==> src/rtl/calc_seq_pkg.sv <==
// calc_sequencer shared definitions: op codes, register offsets
// for the CPU side and the math units, and FSM state encoding.
package calc_seq_pkg;

    typedef enum logic [1:0] {
        OP_MULT = 2'd0,
        OP_DIV  = 2'd1,
        OP_SQRT = 2'd2
    } op_t;

    // CPU-visible register offsets
    localparam logic [4:0] CTRL   = 5'h00;
    localparam logic [4:0] A      = 5'h04;
    localparam logic [4:0] B      = 5'h08;
    localparam logic [4:0] RESULT = 5'h10;
    localparam logic [4:0] STATUS = 5'h14;

    // Register offsets common to every math unit
    localparam logic [4:0] U_A    = 5'h04;
    localparam logic [4:0] U_B    = 5'h08;
    localparam logic [4:0] U_INIT = 5'h0C;
    localparam logic [4:0] U_RES  = 5'h10;
    localparam logic [4:0] U_DONE = 5'h14;

    typedef logic [3:0] state_t;

    localparam state_t IDLE     = 4'd0;
    localparam state_t WR_A     = 4'd1;
    localparam state_t WR_B     = 4'd2;
    localparam state_t INIT     = 4'd3;
    localparam state_t INIT_CLR = 4'd4;
    localparam state_t POLL     = 4'd5;
    localparam state_t CHECK    = 4'd6;
    localparam state_t RD_RES   = 4'd7;
    localparam state_t CAPT     = 4'd8;

    function automatic logic [2:0] op_onehot(op_t op);
        return 3'b001 << op;
    endfunction

endpackage

==> src/rtl/calc_sequencer_if.sv <==
// CPU peripheral bus as seen by calc_sequencer: the CPU is the
// master, the sequencer is the slave returning registered read data.
interface calc_sequencer_if;

    logic [31:0] d_in;
    logic        cs;
    logic [4:0]  addr;
    logic        rd;
    logic        wr;
    logic [31:0] d_out;

    modport master (
        output d_in, cs, addr, rd, wr,
        input  d_out
    );

    modport slave (
        input  d_in, cs, addr, rd, wr,
        output d_out
    );

endinterface

==> src/rtl/calc_sequencer.sv <==
// Runs one mult/div/sqrt job on the shared math units: writes the
// operands, pulses init, polls done with a timeout, fetches result.
module calc_sequencer
    import calc_seq_pkg::*;
#(
    parameter int TIMEOUT_CYCLES = 4096,
    parameter int CNT_W          = 13
) (
    input  logic             clk,
    input  logic             reset,
    calc_sequencer_if.slave  bus,
    output logic [2:0]       m_cs,
    output logic [4:0]       m_addr,
    output logic             m_rd,
    output logic             m_wr,
    output logic [15:0]      m_d_in,
    input  logic [31:0]      mult_dout,
    input  logic [31:0]      div_dout,
    input  logic [31:0]      sqrt_dout
);

    localparam logic [CNT_W-1:0] CNT_MAX = CNT_W'(TIMEOUT_CYCLES - 1);

    state_t           state;
    op_t              op;
    logic [15:0]      op_a;
    logic [15:0]      op_b;
    logic [31:0]      res_q;
    logic             busy;
    logic             done;
    logic             error;
    logic [CNT_W-1:0] cnt;
    logic [31:0]      sel_dout;
    logic             cpu_wr;
    logic             cpu_rd;
    logic             unused_bits;

    assign cpu_wr = bus.cs & bus.wr;
    assign cpu_rd = bus.cs & bus.rd;

    // Operands are only 16 bits wide; the upper write-data bits are dropped.
    assign unused_bits = ^bus.d_in[31:16];

    // Route the read data of the unit owning the current job.
    always_comb begin
        sel_dout = '0;
        case (op)
            OP_MULT: sel_dout = mult_dout;
            OP_DIV:  sel_dout = div_dout;
            OP_SQRT: sel_dout = sqrt_dout;
            default: sel_dout = '0;
        endcase
    end

    // Master strobes decode straight from the state so each state
    // drives exactly its own unit access in its own cycle.
    always_comb begin
        m_cs   = '0;
        m_addr = '0;
        m_rd   = 1'b0;
        m_wr   = 1'b0;
        m_d_in = '0;
        if (state != IDLE) begin
            m_cs = op_onehot(op);
        end
        case (state)
            WR_A: begin
                m_wr   = 1'b1;
                m_addr = U_A;
                m_d_in = op_a;
            end
            WR_B: begin
                m_wr   = 1'b1;
                m_addr = U_B;
                m_d_in = op_b;
            end
            INIT: begin
                m_wr   = 1'b1;
                m_addr = U_INIT;
                m_d_in = 16'd1;
            end
            INIT_CLR: begin
                m_wr   = 1'b1;
                m_addr = U_INIT;
            end
            POLL: begin
                m_rd   = 1'b1;
                m_addr = U_DONE;
            end
            RD_RES: begin
                m_rd   = 1'b1;
                m_addr = U_RES;
            end
            default: ;
        endcase
    end

    // Operand latches and registered CPU read port.
    always_ff @(posedge clk) begin
        if (reset) begin
            op_a      <= '0;
            op_b      <= '0;
            bus.d_out <= '0;
        end else begin
            if (cpu_wr && !busy) begin
                if (bus.addr == A) op_a <= bus.d_in[15:0];
                if (bus.addr == B) op_b <= bus.d_in[15:0];
            end
            if (cpu_rd) begin
                case (bus.addr)
                    RESULT:  bus.d_out <= res_q;
                    STATUS:  bus.d_out <= {29'd0, error, done, busy};
                    default: bus.d_out <= '0;
                endcase
            end
        end
    end

    // Job sequencer: one state per cycle, done/error sticky until
    // the next accepted start.
    always_ff @(posedge clk) begin
        if (reset) begin
            state <= IDLE;
            op    <= OP_MULT;
            res_q <= '0;
            busy  <= 1'b0;
            done  <= 1'b0;
            error <= 1'b0;
            cnt   <= '0;
        end else begin
            case (state)
                IDLE: begin
                    if (cpu_wr && bus.addr == CTRL && bus.d_in[2]) begin
                        if (bus.d_in[1:0] != 2'd3) begin
                            op    <= op_t'(bus.d_in[1:0]);
                            done  <= 1'b0;
                            error <= 1'b0;
                            cnt   <= '0;
                            busy  <= 1'b1;
                            state <= WR_A;
                        end else begin
                            done  <= 1'b1;
                            error <= 1'b1;
                            busy  <= 1'b0;
                        end
                    end
                end
                WR_A:     state <= (op == OP_SQRT) ? INIT : WR_B;
                WR_B:     state <= INIT;
                INIT:     state <= INIT_CLR;
                INIT_CLR: state <= POLL;
                POLL:     state <= CHECK;
                CHECK: begin
                    if (sel_dout[0]) begin
                        state <= RD_RES;
                    end else if (cnt == CNT_MAX) begin
                        res_q <= '1;
                        error <= 1'b1;
                        done  <= 1'b1;
                        busy  <= 1'b0;
                        state <= IDLE;
                    end else begin
                        cnt   <= cnt + 1'b1;
                        state <= POLL;
                    end
                end
                RD_RES:   state <= CAPT;
                CAPT: begin
                    res_q <= sel_dout;
                    done  <= 1'b1;
                    busy  <= 1'b0;
                    state <= IDLE;
                end
                default:  state <= IDLE;
            endcase
        end
    end

endmodule

==> src/flat_wrapper.sv <==
// flat-port wrapper written by rule: the top's interface ports become plain ports
module calc_sequencer_flat import calc_seq_pkg::*;
#(
    parameter int TIMEOUT_CYCLES = 4096,
    parameter int CNT_W          = 13
)
  (clk, reset, m_cs, m_addr, m_rd, m_wr, m_d_in, mult_dout, div_dout, sqrt_dout, bus_d_in, bus_cs, bus_addr, bus_rd, bus_wr, bus_d_out);
  calc_sequencer_if bus_i ();
  input  logic clk;
  input  logic reset;
  output logic [2:0] m_cs;
  output logic [4:0] m_addr;
  output logic m_rd;
  output logic m_wr;
  output logic [15:0] m_d_in;
  input  logic [31:0] mult_dout;
  input  logic [31:0] div_dout;
  input  logic [31:0] sqrt_dout;
  input wire logic [$bits(bus_i.d_in)-1:0] bus_d_in;
  input wire logic [$bits(bus_i.cs)-1:0] bus_cs;
  input wire logic [$bits(bus_i.addr)-1:0] bus_addr;
  input wire logic [$bits(bus_i.rd)-1:0] bus_rd;
  input wire logic [$bits(bus_i.wr)-1:0] bus_wr;
  output wire logic [$bits(bus_i.d_out)-1:0] bus_d_out;
  assign bus_i.d_in = bus_d_in;
  assign bus_i.cs = bus_cs;
  assign bus_i.addr = bus_addr;
  assign bus_i.rd = bus_rd;
  assign bus_i.wr = bus_wr;
  assign bus_d_out = bus_i.d_out;
  calc_sequencer #(.TIMEOUT_CYCLES(TIMEOUT_CYCLES), .CNT_W(CNT_W)) u_core (.clk(clk), .reset(reset), .bus(bus_i), .m_cs(m_cs), .m_addr(m_addr), .m_rd(m_rd), .m_wr(m_wr), .m_d_in(m_d_in), .mult_dout(mult_dout), .div_dout(div_dout), .sqrt_dout(sqrt_dout));
endmodule
==> config.mk <==
export PLATFORM = sky130hd
export DESIGN_NAME = calc_sequencer_flat
export DESIGN_NICKNAME = d
export VERILOG_FILES = /design/src/rtl/calc_seq_pkg.sv /design/src/rtl/calc_sequencer_if.sv /design/src/rtl/calc_sequencer.sv /design/src/flat_wrapper.sv
export SDC_FILE = /design/constraint.sdc
export NUM_CORES = 1
export LEC_CHECK = 0
export ABC_AREA = 1
export CAP_MARGIN = 10
export CORE_MARGIN = 3
export CORE_UTILIZATION = 30
export DETAILED_ROUTE_END_ITERATION = 8
export HOLD_SLACK_MARGIN = 0.03
export PLACE_DENSITY = 0.54
export SYNTH_ARGS = -nofsm -noshare
export SYNTH_HDL_FRONTEND = slang
export SYNTH_SLANG_ARGS = --single-unit
==> constraint.sdc <==
create_clock -name clk -period 3.3 [get_ports clk]
set_input_delay 0.825 -clock clk [delete_from_list [all_inputs] [get_ports clk]]
set_output_delay 0.825 -clock clk [all_outputs]
set_load 0.02 [all_outputs]
==> results.txt, run 1 <==
Status = complete, no violations
Vias/cell = 4.54
Initial antenna violation count = 0
Comb pwr share = 14.4%
Sequential area share after synthesis = 40.2%
Reported net switching power = 1.03 mW
Detailed Route WL = 18.4 mm
CP Data Required Time = 2470 ps
Filler cell count = 1968
Area grow syn2layout = 46.2%
Maximum clock insertion buffer count = 2
Clock Sinks = 118
First drt pass iteration count = 4
RSZ-0062 raised after global routing = no
CP Max Fanout = 16
Peak VDD IR = 0.316 mV
Worst EP arrival = 2300 ps
CTS H-tree lvls = 4
Yosys warns = 0
Gr usage total = 17.3%
Final Slew Violations = 0
Sw frac = 24.7%
Fmax = 0.320 GHz
Final Skew = 5.35 ps
CP startpoint kind = register
Core ar. = 0.0190 mm²
CP Capture Type = output pin
Global routing usage on met2 = 27.0%
Fin crit share = 94.8%
Final HPWL DP = 12.9 mm
Crit Path Class = register to output pin
Slew HR = 58.9%
Cell area after synthesis = 0.00588 mm²
Fraction of layout cells with a size suffix above 1 = 10.8%
Area of the multi-input gates = 0.00292 mm²
Final GP Congestion = 0.830
TritonCTS clock tree = done
Flops & latches, synth = 118
DRC Markers = 0
Total CTS buffers = 17
Final Hold Viols = 0
Cells after synthesis = 838
Most Crowded Layer GR = met2
P_leak = 3.60 nW
Reg2reg path depth = 13
# setup viols final = 0
Hold slack final = 449 ps
Power Dens Cells = 486 mW/mm²
Post-CTS Resized = 0
Initial Util = 31.0%
Worst slew pin tran = 616 ps
Synth cell types = 38
Grt ovf = 0
Die X = 146 µm
Met1 Use GR = 22.2%
Largest net degree at the start of global routing = 40
Clock share of power = 49.2%
Hold path cells = 2
Remaining antenna violation count after routing = 0
Min-Delay Path Class = register to register
Clock Latency Late Sink = 420 ps
Vias in the first global route = 5642
Max-cap viol count = 0
CTS Hold Bufs = 0
Root Driver = clkbuf_16
Row count = 50
Post-CTS setup buffers = 0
Min Tclk post-route = 3130 ps
Antenna diodes = 0
Met3 Use GR = 6.51%
Post-synthesis average cell area = 7.01 µm²
IO Count = 196
Clock transition at path regs = 60 ps
Vias post-DR = 5803
Reg area = 0.00236 mm²
Nets = 1144
Initial DRC count = 222
Drt wl/cell = 14.4 µm
Global-route wire length before repair = 29.6 mm
Height of the die = 146 µm
Die footprint = 0.0213 mm²
Seq pwr share = 36.4%
Int Pwr = 3.15 mW
Port Buf Inserts = 177
Setup_tns = 0 ps
## power groups by stage
| stage | registers, mW | clock network (mW) | logic (mW) |
|---|---|---|---|
| finish | 1.52 | 2.06 | 0.601 |
| global route | 1.53 | 2.17 | 0.654 |
| CTS | 1.52 | 2.10 | 0.605 |
| detailed placement | 1.55 | 0 | 0.602 |
| global placement | 1.55 | 0 | 0.603 |
| floorplan | 1.57 | 0 | 0.272 |
## worst paths after layout
kind	start	to	slack (ps)
worst max-delay path	u_core.state[3]$_SDFFE_PP0P_	m_d_in[0]	170
worst min-delay path	u_core.res_q[0]$_SDFFE_PP0P_	u_core.res_q[0]$_SDFFE_PP0P_	450
worst max register to register	u_core.op[0]$_SDFFE_PP0P_	u_core.res_q[11]$_SDFFE_PP0P_	1220
worst min register to register	u_core.res_q[0]$_SDFFE_PP0P_	u_core.res_q[0]$_SDFFE_PP0P_	450
## metal layers
| layer | wire length (µm) | up-vias | share of wire (%) |
|---|---|---|---|
| met5 | 0 | - | 0 |
| met4 | 332 | 0 | 1.8 |
| met3 | 1440 | 25 | 7.8 |
| met2 | 8060 | 165 | 44 |
| met1 | 8580 | 2539 | 47 |
| li1 | - | 3074 | - |
## state kept, by name, summed over array words and instances (netlist names)
signal            cells
u_core.cnt           13
u_core.busy           1
u_core.res_q         32
u_core.op_b          16
u_core.done           1
u_core.state          4
u_core.op_a          16
u_core.error          1
u_core.bus.d_out     32
u_core.op             2
## critical path: stages, from the launching register on
cell,delay (ps)
dfxtp_1,320
inv_2,80
nand2_1,170
inv_1,130
nand2_1,80
nor2_2,130
buf_6,200
nand2_1,70
nand2_1,100
clkdlybuf4s50_1,610
## synthesized netlist by cell type
| library cell | count | share of area [%] |
|---|---|---|
| xor2_1 | 2 | 0.30 |
| nor2_4 | 3 | 0.57 |
| clkbuf_1 | 27 | 1.7 |
| nand2_1 | 191 | 12 |
| dfxtp_1 | 118 | 40 |
| o211ai_1 | 5 | 0.64 |
| nand3_1 | 42 | 3.6 |
| o21ai_1 | 1 | 0.085 |
| inv_2 | 11 | 0.70 |
| nor2_1 | 65 | 4.2 |
| or2_4 | 1 | 0.15 |
| nor4_4 | 1 | 0.36 |
| o31ai_1 | 1 | 0.13 |
| a21oi_1 | 76 | 6.5 |
| o21ai_0 | 78 | 6.6 |
| conb_1 | 1 | 0.064 |
| o21bai_1 | 2 | 0.26 |
| nand4_1 | 7 | 0.75 |
| nand2_2 | 27 | 2.9 |
| o21ai_4 | 1 | 0.28 |
| nor2_2 | 7 | 0.75 |
| a21oi_2 | 1 | 0.15 |
| nor3_4 | 3 | 0.83 |
| buf_1 | 1 | 0.064 |
| nand2_4 | 1 | 0.19 |
| ha_1 | 1 | 0.21 |
| buf_6 | 3 | 0.57 |
| nor3b_1 | 1 | 0.13 |
| nand3_2 | 3 | 0.51 |
| buf_4 | 5 | 0.64 |
| a22o_1 | 15 | 2.2 |
| buf_2 | 11 | 0.94 |
| nor3_1 | 2 | 0.17 |
| or2_2 | 1 | 0.11 |
| a211oi_1 | 33 | 4.2 |
| inv_1 | 88 | 5.6 |
| nand4_2 | 1 | 0.21 |
| nor2_8 | 1 | 0.34 |
## per-stage QoR
step / setup WS (ps) / instances / total power, mW / cell area [µm²] / util [%]
floorplan: 1130 / 839 / 1.84 / 5880 / -
global placement: 574 / 1246 / 2.15 / 7920 / 41.8
detailed placement: 564 / 1246 / 2.15 / 7920 / 41.8
CTS: 109 / 1278 / 4.23 / 8580 / 45.3
global route: 10.6 / 1278 / 4.35 / 8590 / 45.3
finish: 171 / 1278 / 4.18 / 8590 / 45.3
## cells by family (layout without fill, tap and decap cells)
kind of cell / Yosys count / count (layout) / share of synthesized area, %
and+or+nand+nor: 357 / 357 / 27.9
xor gates and xnor gates: 2 / 2 / 0.298
DFF: 118 / 118 / 40.2
other: 1 / 2 / 0.0638
adders and majority gates: 1 / 1 / 0.213
AOI/OAI and AO/OA: 213 / 213 / 21.1
buffers and inverters: 146 / 325 / 10.3
## layout by cell type, fill, tap and decap left out, types with 5 or more instances in the layout
cell type,n
a211oi_1,33
a21oi_1,76
a22o_1,15
buf_4,12
bufinv_16,5
clkbuf_16,17
clkdlybuf4s50_1,174
dfxtp_1,118
inv_1,87
inv_2,12
nand2_1,191
nand2_2,27
nand3_1,42
nand4_1,7
nor2_1,65
nor2_2,7
o211ai_1,5
o21ai_0,78
## layout make-up
cell class | instances | area share [%]
Clock buffer | 21 | 5.36
Clock inverter | 11 | 2.29
Inverter | 99 | 4.33
Multi-Input combinational cell | 575 | 33.9
Sequential cell | 118 | 27.5
Tap cell | 260 | 3.79
Timing Repair Buffer | 194 | 22.8
No activity file was read; power rests on OpenSTA's default activity.
==> run 2: changes to the inputs <==
CTS_CLUSTER_DIAMETER = 150   (was not set)
==> results of run 2 <==
Final layout, timing and power as in run 1 (identical DEF).
==> run 3: changes to the inputs <==
PLACE_DENSITY = 0.67   (was 0.54)
REMOVE_ABC_BUFFERS = 1   (was not set)
==> results.txt, run 3 (synthesis results as in run 1) <==
Status = complete, no violations
Largest registers = u_core.bus.d_out: 32 flops, u_core.res_q: 32 flops
Global-route wire length before repair = 28.1 mm (-5.3%)
Row count = 50 (unchanged)
Min-Delay Path Class = register to register
Initial Util = 31.0% (unchanged)
Fmax = 0.327 GHz (+2.3%)
Final GP Congestion = 0.850 (+2.3%)
Final HPWL DP = 12.1 mm (-5.6%)
P_leak = 3.54 nW (-1.8%)
CP startpoint kind = register
IO Count = 196 (unchanged)
Vias/cell = 4.56 (+0.51%)
Clock Latency Late Sink = 410 ps (about the same)
Initial DRC count = 344 (+55%)
Final Skew = 8.25 ps (+2.90 ps)
DP Worst Slack = 556 ps (-8.75 ps)
Commonest non-fill, non-tap cell in the layout = nand2_1
Total CTS buffers = 17 (unchanged)
Core ar. = 0.0190 mm² (unchanged)
CP Max Fanout = 17 (+1)
Final Hold Viols = 0 (unchanged)
CTS H-tree lvls = 4 (unchanged)
Port Buf Inserts = 177 (unchanged)
Die footprint = 0.0213 mm² (unchanged)
Grt ovf = 0 (unchanged)
DRC Markers = 0 (unchanged)
Vias in the first global route = 5530 (-2.0%)
Min Tclk post-route = 3060 ps (-68.9 ps)
Vias post-DR = 5837 (+0.59%)
Area grow syn2layout = 45.0%
Setup_tns = 0 ps (unchanged)
Fraction of layout cells with a size suffix above 1 = 11.1% (+0.28 points)
Height of the die = 146 µm (unchanged)
Power Dens Cells = 474 mW/mm² (-2.6%)
Crit Path Class = register to output pin
CP Capture Type = output pin
RSZ-0062 raised after global routing = no
Remaining antenna violation count after routing = 0 (unchanged)
Antenna diodes = 0 (unchanged)
Clock Sinks = 118 (unchanged)
Root Driver = clkbuf_16
Clock transition at path regs = 60 ps (about the same)
Most frequent cells in the layout = 191 x nand2_1, 176 x clkdlybuf4s50_1, 118 x dfxtp_1, 87 x inv_1, 78 x o21ai_0
TritonCTS clock tree = done
Nets = 1145 (+0.087%)
Filler cell count = 1943 (-1.3%)
Fin crit share = 92.7% (-2.1 points)
CP Data Required Time = 2470 ps (about the same)
Worst slew pin tran = 963 ps (+347 ps)
Final Slew Violations = 0 (unchanged)
Slew HR = 35.5% (-23 points)
Peak VDD IR = 0.273 mV (-14%)
Die X = 146 µm (unchanged)
Setup ws final = 240 ps (+68.9 ps)
First drt pass iteration count = 5 (+1)
Gr usage total = 16.2% (-1.1 points)
Initial antenna violation count = 0 (unchanged)
CTS Hold Bufs = 0 (unchanged)
Detailed Route WL = 17.5 mm (-4.9%)
Worst EP arrival = 2230 ps (-70 ps)
Drt wl/cell = 13.7 µm (-5.0%)
# setup viols final = 0 (unchanged)
Largest net degree at the start of global routing = 105 (+160%)
Max-cap viol count = 0 (unchanged)
Maximum clock insertion buffer count = 2 (unchanged)
-- run 3: changes by cell type in the layout (fill, tap and decap cells not counted) --
cell,before,now
buf_12,4,1
buf_4,12,16
bufinv_16,5,3
clkbuf_1,2,0
clkdlybuf4s50_1,174,176
clkinv_4,2,3
clkinvlp_4,2,3
dlymetal6s2s_1,3,1
inv_6,1,3
-- run 3: through the flow --
stage | area, µm² | instances | total power, mW | utilization (%) | hold slack [ps]
3_3_place_gp | 7890 | 1247 | 2.13 | 41.6 | 439
6_report | 8520 | 1279 | 4.04 | 45.0 | 454
3_5_place_dp | 7890 | 1247 | 2.14 | 41.6 | 446
5_1_grt | 8520 | 1279 | 4.20 | 45.0 | 475
2_1_floorplan | 5650 | 792 | 1.83 | - | 429
4_1_cts | 8520 | 1279 | 4.08 | 44.9 | 454
-- run 3: report_power, final --
group          switching [mW]  total (mW)  internal (mW)
registers              0.0410        1.52           1.48
clock network           0.694        1.93           1.24
logic                   0.306       0.589          0.283
total                    1.04        4.04           3.00
-- run 3: path summary, 6_finish.rpt --
| path | start | to | slack, ps | cells after the start |
|---|---|---|---|---|
| worst min register to register | u_core.res_q[20]$_SDFFE_PP0P_ | u_core.bus.d_out[20]$_SDFFE_PP0P_ | 450 | 2 |
| worst max register to register | u_core.op[1]$_SDFFE_PP0P_ | u_core.res_q[5]$_SDFFE_PP0P_ | 1060 | 12 |
| worst max-delay path | u_core.state[3]$_SDFFE_PP0P_ | m_d_in[11] | 240 | 8 |
| worst min-delay path | u_core.res_q[20]$_SDFFE_PP0P_ | u_core.bus.d_out[20]$_SDFFE_PP0P_ | 450 | 2 |
-- run 3: final cells by class --
class / count / area (µm²) / share of cell area (%)
Sequential cell: 118 / 2360 / 27.7
Inverter: 99 / 372 / 4.36
Multi-Input combinational cell: 575 / 2920 / 34.2
Clock buffer: 19 / 453 / 5.31
Timing Repair Buffer: 195 / 1930 / 22.6
Clock inverter: 13 / 170 / 2.00
Tap cell: 260 / 325 / 3.82
-- run 3: critical path, cell delays in order, from the launching register on --
cell             delay [ps]
dfxtp_1                 320
inv_2                    70
nand2_1                 170
inv_1                   120
nand2_1                  80
nor2_2                  100
buf_6                   190
a22o_1                  170
clkdlybuf4s50_1         600
-- run 3: metal layers --
metal	GRT usage, %	share of wire (%)	routed length [µm]	up-vias
met5	0	0	0	-
met4	5.13	1.5	259	0
met3	4.67	5.2	914	16
met2	26.2	47	8150	129
met1	20.9	47	8180	2612
li1	-	-	-	3080
-- run 3: timing repair --
item	4_1_cts	5_1_grt
endpoints found under the setup margin	0	8
setup buffers	0	0
resized for setup	0	2
